### config.mk
export PLATFORM = sky130hd
export DESIGN_NAME = mmio_out_fifo
export DESIGN_NICKNAME = d
export VERILOG_FILES = /design/src/rtl/tiny_pkg.sv /design/src/rtl/sync_fifo.sv /design/src/rtl/mmio_out_fifo.sv
export SDC_FILE = /design/constraint.sdc
export NUM_CORES = 1
export LEC_CHECK = 0
export BUFFER_PORTS_ARGS = -buffer_cell sky130_fd_sc_hd__buf_2
export CAP_MARGIN = 5
export CORE_MARGIN = 5
export CORE_UTILIZATION = 44
export CTS_BUF_LIST = sky130_fd_sc_hd__clkbuf_8
export CTS_CLUSTER_SIZE = 30
export DETAILED_ROUTE_END_ITERATION = 16
export PLACE_DENSITY = 0.66
export SYNTH_ARGS = -nofsm -noshare
export SYNTH_HDL_FRONTEND = slang
export SYNTH_SLANG_ARGS = --single-unit
### constraint.sdc
create_clock -name clk -period 4.3 [get_ports clk]
set_input_delay 0.215 -clock clk [delete_from_list [all_inputs] [get_ports clk]]
set_output_delay 0.215 -clock clk [all_outputs]
set_load 0.005 [all_outputs]
### src/rtl/tiny_pkg.sv
// tiny_pkg: shared status-bit positions and default I/O address derivation
// Status word layout: bit0 empty, bit1 full, bit2 overflow, count from bit3 up.
// The data and status ports sit just below the top of the address space.
package tiny_pkg;
    localparam int ST_EMPTY   = 0;
    localparam int ST_FULL    = 1;
    localparam int ST_OVF     = 2;
    localparam int ST_CNT_LSB = 3;
    function automatic logic [31:0] io_addr_of(input int w);
        return (32'd1 << w) - 32'd2;
    endfunction
    function automatic logic [31:0] stat_addr_of(input int w);
        return (32'd1 << w) - 32'd3;
    endfunction
endpackage

### src/rtl/sync_fifo.sv
// sync_fifo: show-ahead FIFO with count, async active-low reset
// Ports:
//   clk, reset (active low)        clock and asynchronous reset
//   push, wdata                    enqueue request and its data
//   pop                            dequeue request
//   rdata                          head entry (show-ahead)
//   full, empty, count             occupancy status
// A push while full is taken only if a pop frees a slot in the same cycle.
// A pop while empty is ignored. Storage is not reset.
module sync_fifo #(
    parameter int WIDTH = 16,
    parameter int DEPTH = 4,
    localparam int AW = $clog2(DEPTH),
    localparam int CW = AW + 1
) (
    input  logic             clk,
    input  logic             reset,
    input  logic             push,
    input  logic             pop,
    input  logic [WIDTH-1:0] wdata,
    output logic [WIDTH-1:0] rdata,
    output logic             full,
    output logic             empty,
    output logic [CW-1:0]    count
);
    logic [WIDTH-1:0] mem [DEPTH];
    logic [AW-1:0]    rd_ptr, wr_ptr;
    logic             push_ok, pop_ok;

    assign full    = count == CW'(DEPTH);
    assign empty   = count == '0;
    assign pop_ok  = pop & ~empty;
    assign push_ok = push & (~full | pop_ok);
    assign rdata   = mem[rd_ptr];

    always_ff @(posedge clk)
        if (push_ok) mem[wr_ptr] <= wdata;

    // Pointers wrap naturally because DEPTH is a power of two.
    always_ff @(posedge clk or negedge reset)
        if (!reset) begin
            rd_ptr <= '0;
            wr_ptr <= '0;
            count  <= '0;
        end else begin
            rd_ptr <= rd_ptr + AW'(pop_ok);
            wr_ptr <= wr_ptr + AW'(push_ok);
            count  <= count + CW'(push_ok) - CW'(pop_ok);
        end
endmodule

### src/rtl/mmio_out_fifo.sv
// mmio_out_fifo: snoops RAM stores to IO_ADDR into a FIFO drained by valid/ready
// Ports:
//   clk, reset (active low)   clock and asynchronous reset
//   mar, write, RI            processor address, RAM write bus, write strobe
//   stat_sel, stat_rd         status read select and status word (combinational)
//   out_data, out_valid       head-of-queue word and its valid flag
//   out_ready                 consumer accepts the head this cycle
//   overflow                  sticky flag: a store was dropped while full
// A store to STAT_ADDR clears overflow; RAM writes are never inhibited here.
module mmio_out_fifo
    import tiny_pkg::*;
#(
    parameter int               WIDTH     = 16,
    parameter int               DEPTH     = 4,
    parameter logic [WIDTH-1:0] IO_ADDR   = WIDTH'(io_addr_of(WIDTH)),
    parameter logic [WIDTH-1:0] STAT_ADDR = WIDTH'(stat_addr_of(WIDTH))
) (
    input  logic             clk,
    input  logic             reset,
    input  logic [WIDTH-1:0] mar,
    input  logic [WIDTH-1:0] write,
    input  logic             RI,
    output logic             stat_sel,
    output logic [WIDTH-1:0] stat_rd,
    output logic [WIDTH-1:0] out_data,
    output logic             out_valid,
    input  logic             out_ready,
    output logic             overflow
);
    localparam int CW = $clog2(DEPTH) + 1;

    logic          push, pop, full, empty, stat_wr;
    logic [CW-1:0] count;

    assign stat_sel  = mar == STAT_ADDR;
    assign push      = RI & (mar == IO_ADDR);
    assign stat_wr   = RI & stat_sel;
    assign out_valid = ~empty;
    assign pop       = out_valid & out_ready;

    sync_fifo #(.WIDTH(WIDTH), .DEPTH(DEPTH)) u_fifo (
        .clk   (clk),
        .reset (reset),
        .push  (push),
        .pop   (pop),
        .wdata (write),
        .rdata (out_data),
        .full  (full),
        .empty (empty),
        .count (count)
    );

    // A store is lost only when full with no pop making room this cycle.
    always_ff @(posedge clk or negedge reset)
        if (!reset)                    overflow <= 1'b0;
        else if (stat_wr)              overflow <= 1'b0;
        else if (push & full & ~pop)   overflow <= 1'b1;

    always_comb begin
        stat_rd                     = '0;
        stat_rd[ST_EMPTY]           = empty;
        stat_rd[ST_FULL]            = full;
        stat_rd[ST_OVF]             = overflow;
        stat_rd[ST_CNT_LSB +: CW]   = count;
    end
endmodule
==> results.yml, run 1 <==
yosys:
  synth_mux_area_share_pct: 12.5
  synth_fa_ha_area_share_pct: 2.44
  yosysSeqAreaShare_pct: 73.8
  yosys_warnings: 0
  synth_compound_area_share_pct: 0.783
  yosys.area_share.simple_pct: 4.22
  synth_cell_types: 28
  synth_cells: 142
  syn_area_sq_mm: 0.00288
  synth_xor_area_share_pct: 1.22
  synth_top_family_by_area: "multiplexers"
  ys_seq_elements: 72
  avgSynthCellArea_sq_um: 20.2
clock_network:
  cts_resized: 0
  h-tree-depth: 3
  cts_buffers: 9
  cts_tree: "done"
  clk_path_buf_depth: 2
  clkSinkCount: 72
  cts.clk_slew.worst_paths_ns: 0.07
  worstSkewPairLatency_ns: 0.33
  root_buffer: "clkbuf_8"
drt:
  ant_nets: 0
  via_per_inst: 4.95
  drt_pre_antenna_iters: 4
  avgRoutedWirePerCell_um: 16.1
  vias: 1441
  dr.first_iter.drc_count: 53
  drc: 0
  drt_wl_total_mm: 4.70
worst_setup_path:
  critPathLaunchType: "input pin"
  cpPeakStageDelay_ns: 0.72
  cp_cell_sequence: "buf_2, nand4_1, or4_4, or4_4, inv_2, and3_1"
  cp.required_ns: 4.25
  crit_path_top_delay_cell: "and3_1"
  startpoint: "mar[5]"
  crit_arrival_ns: 2.30
  r2r-end: "u_fifo.count[2]$_DFF_PN0_"
  rr_worst_depth: 9
  cp_max_fo: 16
  path_class: "in -> reg"
  cp_common_cell: "or4_4"
  cp-end-kind: "flip-flop"
  rr_startpoint: "u_fifo.count[1]$_DFF_PN0_"
  reg2reg_setup_slack_ns: 1.96
worst_hold_path:
  holdPathStages: 1
  hold-path-endpoint: "u_fifo.mem[3][4]$_DFFE_PP_"
  hold_class: "in -> reg"
  hold_start: "write[4]"
power_and_ir_drop:
  p_clk_share_pct: 24.9
  ir_drop_uv: 282
  finalPower_w: 0.00168
  p_leak_nw: 1.29
  power.switching_w: 0.000444
  power_per_cell_area_mw_per_mm2: 494
  power.share.switching_pct: 26.5
  p_seq_share_pct: 53.2
  pwr-share-comb_pct: 21.9
  internal_power_w: 0.00123
global_route:
  grt_max_degree: 18
  grt_overflow: 0
  grt_pass1_wl_mm: 7.62
  antenna_found_initial: 0
  grt_usage_pct: 12.1
  grt_pass1_vias: 1529
sta:
  setup_violations: 0
  final_hold_viol_count: 0
  grt_setup_unrepaired: "false"
  min_period_over_period_pct: 54.7
  drv_slew: 0
  max_freq_ghz: 0.425
  period_minus_slack_ns: 2.35
  tightest_slew_ns: 1.05
  slew_headroom_pct: 29.7
  finalSetupTns_ns: 0
  fin_skew_ns: 0.00597
floorplanning:
  coreArea_sq_mm: 0.00635
  die_width_um: 90.8
  rows: 29
  initial_core_util_pct: 45.3
  die_h_um: 90.8
  ios: 71
  die_area_sq_mm: 0.00825
final_layout:
  final_cell_mix: "edfxtp_1, buf_2, mux4_2"
  antenna_cells: 0
  syn_to_final_growth_pct: 17.9
  layout_commonest_cell: "edfxtp_1"
  nets: 250
  layout-drive-gt1-share_pct: 45.8
  postLayoutCellArea_sq_mm: 0.00339
run:
  cap_violations: 0
placement:
  io_buffers: 60
  place_area_sq_mm: 0.00322
  dp_hpwl_mm: 3.20
  place.gp.congestion: 0.650
run_status:
  status: "complete, no violations"
==> power by group through the flow <==
| stage | clock [W] | sequential [W] | combinational, W |
|---|---|---|---|
| 5_1_grt | 0.000467 | 0.000910 | 0.000411 |
| 6_report | 0.000418 | 0.000891 | 0.000366 |
| 4_1_cts | 0.000432 | 0.000897 | 0.000377 |
| 2_1_floorplan | 0 | 0.000825 | 0.000308 |
| 3_5_place_dp | 0 | 0.000912 | 0.000376 |
| 3_3_place_gp | 0 | 0.000908 | 0.000368 |
==> per-layer routing <==
metal / GRT usage, % / vias to the layer above / routed length, um
li1: - / 670 / -
met1: 15.6 / 711 / 1970
met2: 18.9 / 55 / 2330
met3: 5.33 / 5 / 356
met4: 3.30 / 0 / 37
met5: 0 / - / 0
==> through the flow <==
| stage | util [%] | setup slack [ns] | std cells | hold slack, ns |
|---|---|---|---|---|
| after floorplan | - | 1.24 | 151 | -0.0806 |
| after global placement | 50.8 | 1.54 | 274 | 0.0763 |
| after detailed placement | 50.8 | 1.53 | 274 | 0.0831 |
| after CTS | 53.4 | 1.81 | 291 | 0.0827 |
| after global routing | 53.4 | 1.68 | 291 | 0.0697 |
| final | 53.4 | 1.95 | 291 | 0.0987 |
==> worst max path at each step <==
stage,slack [ns],endpoint,cells past startpoint
2_1_floorplan,1.24,u_fifo.mem[2][0]$_DFFE_PP_,4
3_3_place_gp,1.54,u_fifo.mem[3][9]$_DFFE_PP_,6
3_5_place_dp,1.53,u_fifo.mem[3][14]$_DFFE_PP_,6
4_1_cts,1.81,out_data[2],2
5_1_grt,1.68,out_data[2],2
6_report,1.95,u_fifo.mem[3][2]$_DFFE_PP_,6
==> synthesized netlist by cell type <==
cell type | number | area [sq um]
nand2_1 | 2 | 7.51
and3_1 | 1 | 6.26
buf_2 | 1 | 5.00
fa_1 | 1 | 20.0
xnor2_1 | 2 | 17.5
buf_4 | 13 | 97.6
inv_1 | 6 | 22.5
edfxtp_1 | 64 | 1920
o31ai_1 | 1 | 7.51
mux4_2 | 16 | 360
inv_2 | 1 | 3.75
buf_1 | 1 | 3.75
ha_1 | 4 | 50.1
xor2_1 | 2 | 17.5
nor4b_1 | 1 | 8.76
and2_1 | 1 | 6.26
o21ba_2 | 1 | 10.0
dfrtp_1 | 8 | 200
or4_4 | 2 | 22.5
nand3_1 | 1 | 5.00
nor3b_2 | 1 | 12.5
clkbuf_1 | 2 | 7.51
nor3b_1 | 3 | 22.5
or3_1 | 1 | 6.26
nor3_1 | 1 | 5.00
o21ai_0 | 1 | 5.00
conb_1 | 1 | 3.75
nand4_1 | 3 | 18.8
==> logic make-up (layout without fill, tap and decap cells) <==
kind of cell	after synthesis	after routing
simple gates	17	17
xor+xnor	4	4
compound gates	3	3
fa+ha+maj	5	5
buf+inv	24	87
mux	16	16
other cells	1	10
flops	72	72
==> layout make-up <==
type                    instances  area (sq um)
fillers                       493          2960
clock buffers                   9           124
flip-flops and latches         72          2120
well taps                      77          96.3
clock inverters                 7          32.5
multi-input cells              55           657
repair buffers                 64           333
inverters                       7          26.3
==> critical path, delay by kind of cell <==
kind / cells / cell delay [ns]
buf+inv: 2 / 0.17
simple gates: 4 / 1.92
==> registers in the layout, summed over array words and instances (netlist names) <==
register and count:
u_fifo.mem 64, overflow 1, u_fifo.count 3, u_fifo.wr_ptr 2
u_fifo.rd_ptr 2
==> timing repair <==
| item | in CTS | in global routing |
|---|---|---|
| hold buffers | 1 | 0 |
| buffers inserted | 0 | 0 |
| hold endpoints to repair | 8 | 0 |
Power figures use the tool's default switching activity.
==> run 2: changes to the inputs <==
--- a/config.mk
+++ b/config.mk
@@ -12,7 +12,7 @@
 export CTS_BUF_LIST = sky130_fd_sc_hd__clkbuf_8
 export CTS_CLUSTER_SIZE = 30
 export DETAILED_ROUTE_END_ITERATION = 16
-export PLACE_DENSITY = 0.66
+export PLACE_DENSITY = 0.69
 export SYNTH_ARGS = -nofsm -noshare
 export SYNTH_HDL_FRONTEND = slang
 export SYNTH_SLANG_ARGS = --single-unit
==> constraint.sdc (replaced) <==
create_clock -name clk -period 2.1 [get_ports clk]
set_input_delay 0.105 -clock clk [delete_from_list [all_inputs] [get_ports clk]]
set_output_delay 0.105 -clock clk [all_outputs]
set_load 0.005 [all_outputs]
==> results.yml, run 2 (synthesis results as in run 1) <==
global_route:
  grt_max_degree: 17
  grt_pass1_wl_mm: 8.52
  grt_usage_pct: 13.6
  grt_overflow: 0
  antenna_found_initial: 0
  grt_pass1_vias: 1726
final_layout:
  regMostFlops: "u_fifo.mem"
  layout-drive-gt1-share_pct: 51.6
  largestRegisters: "u_fifo.mem: 64 flops, u_fifo.count: 3 flops"
  final_cells: 327
  layout_commonest_cell: "edfxtp_1"
  final_cell_mix: "edfxtp_1, buf_2, dlygate4sd3_1, buf_4, mux4_2"
  nets: 287
  final_util_pct: 61.3
  largest_reg_flops: 64
  antenna_cells: 0
  syn_to_final_growth_pct: 35.3
floorplanning:
  ios: 71
  die_area_sq_mm: 0.00825
  coreArea_sq_mm: 0.00635
  die_width_um: 90.8
  rows: 29
  initial_core_util_pct: 45.3
  die_h_um: 90.8
clock_network:
  cts.clk_slew.worst_paths_ns: 0.07
  root_buffer: "clkbuf_8"
  cts_buffers: 9
  clk_path_buf_depth: 2
  h-tree-depth: 3
  clkSinkCount: 72
  cts_tree: "done"
  worstSkewPairLatency_ns: 0.33
placement:
  dp_slack_ns: -0.183
  dp_hpwl_mm: 3.42
  place.gp.congestion: 0.736
  io_buffers: 60
  post-place-cells: 288
worst_hold_path:
  hold_class: "in -> reg"
  holdPathStages: 3
sta:
  drv_slew: 0
  setup_slack_ns: -0.00462
  period_minus_slack_ns: 2.10
  fin_hold_ws_ns: 0.0449
  final_hold_viol_count: 0
  fin_skew_ns: 0.00851
  setup_violations: 1
  min_period_over_period_pct: 100
  max_freq_ghz: 0.475
  grt_setup_unrepaired: "true"
drt:
  ant_nets: 0
  drt_wl_total_mm: 5.13
  via_per_inst: 4.79
  drt_pre_antenna_iters: 4
  vias: 1566
  avgRoutedWirePerCell_um: 15.7
  dr.first_iter.drc_count: 42
  drc: 0
worst_setup_path:
  startpoint: "u_fifo.count[2]$_DFF_PN0_"
  crit_arrival_ns: 2.33
  cp_max_fo: 2
  rr_worst_depth: 9
  cp-end-kind: "flip-flop"
  critPathLaunchType: "flip-flop"
  r2r-end: "u_fifo.count[2]$_DFF_PN0_"
  crit_end: "u_fifo.count[2]$_DFF_PN0_"
  cp.required_ns: 2.32
  reg2reg_setup_slack_ns: -0.005
  rr_startpoint: "u_fifo.count[2]$_DFF_PN0_"
  path_class: "reg -> reg"
run:
  cap_violations: 0
power_and_ir_drop:
  ir_drop_uv: 792
  finalPower_w: 0.00394
  power_per_cell_area_mw_per_mm2: 1010
  p_leak_nw: 1.49
run_status:
  status: "finished with violations"
  violations: "setup timing"
-- run 2: cell count changes in the layout (fill, tap and decap cells not counted), moves of 2 or more --
cell	previous run	this run
nor3b_4	0	2
buf_4	3	18
inv_1	9	6
nor3b_2	2	0
bufinv_16	0	2
ha_4	0	2
buf_12	0	3
dlygate4sd3_1	1	18
ha_1	4	2
-- run 2: what timing repair did --
item	4_1_cts	5_1_grt
setup buffers	4	1
pin swaps	4	2
hold buffers	18	0
gates cloned	0	1
endpoints found under the hold margin	73	0
endpoints found under the setup margin	2	18
resized for setup	4	4
-- run 2: report_power, final --
part,total [W],switching [W],internal (W)
clock,0.00110,0.000456,0.000649
sequential,0.00166,0.0000443,0.00161
combinational,0.00118,0.000485,0.000696
total,0.00394,0.000985,0.00296
-- run 2: per-stage QoR --
| step | cell area (sq um) | TNS, ns |
|---|---|---|
| 2_1_floorplan | 2960 | -5.26 |
| 3_3_place_gp | 3400 | -6.51 |
| 3_5_place_dp | 3400 | -6.99 |
| 4_1_cts | 3840 | -0.0259 |
| 5_1_grt | 3890 | -0.115 |
| 6_report | 3890 | -0.00462 |
-- run 2: worst min-delay path by stage --
stage,from,to,slack (ns)
after floorplan,reset,overflow$_DFFE_PN0P_,-0.19
after global placement,reset,u_fifo.count[0]$_DFF_PN0_,-0.04
after detailed placement,reset,u_fifo.count[0]$_DFF_PN0_,-0.03
after CTS,mar[1],overflow$_DFFE_PN0P_,0.03
after global routing,mar[1],overflow$_DFFE_PN0P_,0.06
final,mar[1],overflow$_DFFE_PN0P_,0.04
-- run 2: layout make-up --
| cell class | count | area, sq um |
|---|---|---|
| clock inverter | 6 | 77.6 |
| timing repair buffer | 101 | 712 |
| clock buffer | 9 | 124 |
| inverter | 7 | 28.8 |
| tap | 77 | 96.3 |
| fill | 458 | 2460 |
| sequential | 72 | 2120 |
| multi-input combinational | 55 | 729 |
-- run 2: critical path: stages (launching register included) --
cell and delay, ns:
dfrtp_1 0.41, buf_6 0.13, nor4b_2 0.15, or4_4 0.44
inv_4 0.08, ha_4 0.12, inv_2 0.03, fa_2 0.36
xnor2_2 0.15, xnor2_1 0.13
-- run 2: metal layers --
layer | up-vias | part of all wire [%] | global-route usage [%] | wire (um)
met4 | 0 | 2.6 | 8.44 | 133
li1 | 747 | - | - | -
met3 | 11 | 5.5 | 3.58 | 284
met1 | 757 | 42 | 16.9 | 2180
met2 | 51 | 49 | 21.2 | 2540
met5 | - | 0 | 0 | 0
==> run 3: changes to the inputs <==
--- a/config.mk
+++ b/config.mk
@@ -12,7 +12,7 @@
 export CTS_BUF_LIST = sky130_fd_sc_hd__clkbuf_8
 export CTS_CLUSTER_SIZE = 30
 export DETAILED_ROUTE_END_ITERATION = 16
-export PLACE_DENSITY = 0.69
+export PLACE_DENSITY = 0.66
 export SYNTH_ARGS = -nofsm -noshare
 export SYNTH_HDL_FRONTEND = slang
 export SYNTH_SLANG_ARGS = --single-unit
==> constraint.sdc (replaced) <==
create_clock -name clk -period 2.4 [get_ports clk]
set_input_delay 0.12 -clock clk [delete_from_list [all_inputs] [get_ports clk]]
set_output_delay 0.12 -clock clk [all_outputs]
set_load 0.005 [all_outputs]
==> results.yml, run 3 (synthesis results as in run 1) <==
global_route:
  grt_max_degree: 15
  grt_usage_pct: 12.1
  grt_pass1_wl_mm: 7.73
  grt_overflow: 0
  grt_pass1_vias: 1634
  antenna_found_initial: 0
drt:
  ant_nets: 0
  via_per_inst: 4.82
  drt_pre_antenna_iters: 4
  vias: 1481
  dr.first_iter.drc_count: 67
  drc: 0
  drt_wl_total_mm: 4.68
  avgRoutedWirePerCell_um: 15.3
worst_hold_path:
  hold_class: "in -> reg"
  hold_start: "mar[0]"
floorplanning:
  die_width_um: 90.8
  rows: 29
  die_h_um: 90.8
  ios: 71
  coreArea_sq_mm: 0.00635
  initial_core_util_pct: 45.3
  die_area_sq_mm: 0.00825
power_and_ir_drop:
  p_leak_nw: 1.38
  power.switching_w: 0.000800
  internal_power_w: 0.00238
  p_seq_share_pct: 46.6
  ir_drop_uv: 577
  power.share.switching_pct: 25.2
  power_per_cell_area_mw_per_mm2: 885
  pwr-share-comb_pct: 26.9
  p_clk_share_pct: 26.6
final_layout:
  syn_to_final_growth_pct: 24.8
  final_cell_mix: "edfxtp_1, buf_2, mux4_2"
  layout_commonest_cell: "edfxtp_1"
  layout-drive-gt1-share_pct: 47.0
  largestRegisters: "u_fifo.mem: 64 flops, u_fifo.count: 3 flops"
  nets: 266
  final_cells: 307
  antenna_cells: 0
  regMostFlops: "u_fifo.mem"
  largest_reg_flops: 64
  nFillCells: 475
run_status:
  status: "complete, no violations"
placement:
  place.gp.congestion: 0.739
  io_buffers: 60
  dp_slack_ns: -0.00187
  post-place-cells: 285
  dp_hpwl_mm: 3.38
worst_setup_path:
  cp.required_ns: 2.64
  startpoint: "u_fifo.count[2]$_DFF_PN0_"
  crit_buf_inv: 2
  cp-end-kind: "flip-flop"
  crit_arrival_ns: 2.49
  cpLargestDelayFamily: "adder cells"
  cp_cell_sequence: "or3_1, and2_1, ha_1, inv_1, ha_1, inv_1, fa_1, xnor2_1, xnor2_1"
  rr_startpoint: "u_fifo.count[2]$_DFF_PN0_"
  critPathLaunchType: "flip-flop"
  cpPeakStageDelay_ns: 0.43
  cp_max_fo: 5
  crit_path_top_delay_cell: "dfrtp_1"
  path_class: "reg -> reg"
sta:
  fin_hold_ws_ns: 0.0201
  fin_skew_ns: 0.00379
  setup_slack_ns: 0.160
  period_minus_slack_ns: 2.24
  min_period_over_period_pct: 93.4
  grt_setup_unrepaired: "false"
  finalSetupTns_ns: 0
  max_freq_ghz: 0.446
  final_hold_viol_count: 0
  drv_slew: 0
  setup_violations: 0
clock_network:
  clk_path_buf_depth: 2
  cts_tree: "done"
  cts_setup_buffers: 0
  worstSkewPairLatency_ns: 0.32
  cts_resized: 0
  h-tree-depth: 3
  cts_buffers: 9
  root_buffer: "clkbuf_8"
  clkSinkCount: 72
  cts.clk_slew.worst_paths_ns: 0.07
run:
  cap_violations: 0
-- run 3: cell types whose count changed in the layout (fill, tap and decap cells not counted), sizes merged --
cell and change:
buf -8, inv -1, clkinv +3, dlygate4sd3 -12, clkbuf -1, bufinv -1
-- run 3: layout make-up --
| type | count | area [sq um] | area share, % |
|---|---|---|---|
| inverters | 7 | 26.3 | 0.732 |
| multi-input cells | 55 | 663 | 18.5 |
| clock inverters | 7 | 53.8 | 1.50 |
| flip-flops and latches | 72 | 2120 | 59.1 |
| clock buffers | 9 | 124 | 3.45 |
| well taps | 77 | 96.3 | 2.68 |
| repair buffers | 80 | 503 | 14.0 |
-- run 3: what timing repair did --
item / in CTS / in global routing
setup endpoints to repair: 0 / 0
hold endpoints to repair: 21 / 4
hold buffers: 5 / 1
-- run 3: path summary, 6_finish.rpt --
check                                             end  slack, ns  depth (start not counted)
min in group asynchronous   u_fifo.count[0]$_DFF_PN0_       0.17                          2
setup / recovery            u_fifo.count[2]$_DFF_PN0_       0.16                          9
setup reg to reg            u_fifo.count[2]$_DFF_PN0_       0.16                          9
max in group asynchronous  u_fifo.rd_ptr[0]$_DFF_PN0_       2.07                          2
hold / removal                   overflow$_DFFE_PN0P_       0.02                          2
hold reg to reg                  overflow$_DFFE_PN0P_       0.55                          2
-- run 3: routing by layer --
metal	up-vias	GRT usage (%)	share of wire (%)
met2	48	19.9	51
met4	0	5.50	0.83
met3	5	3.83	7.3
li1	703	-	-
met1	725	14.5	40
met5	-	0	0
-- run 3: power by group through the flow --
stage | registers (W) | clock network (W) | logic, W
5_1_grt | 0.00149 | 0.000926 | 0.000947
2_1_floorplan | 0.00148 | 0 | 0.000552
3_5_place_dp | 0.00151 | 0 | 0.000867
6_report | 0.00148 | 0.000845 | 0.000853
4_1_cts | 0.00148 | 0.000882 | 0.000878
3_3_place_gp | 0.00151 | 0 | 0.000858
-- run 3: through the flow --
| step | cell area [sq um] | power (W) | utilization, % |
|---|---|---|---|
| global route | 3590 | 0.00336 | 56.5 |
| floorplan | 2930 | 0.00203 | - |
| finish | 3590 | 0.00318 | 56.5 |
| CTS | 3580 | 0.00324 | 56.4 |
| detailed placement | 3350 | 0.00238 | 52.8 |
| global placement | 3350 | 0.00237 | 52.8 |
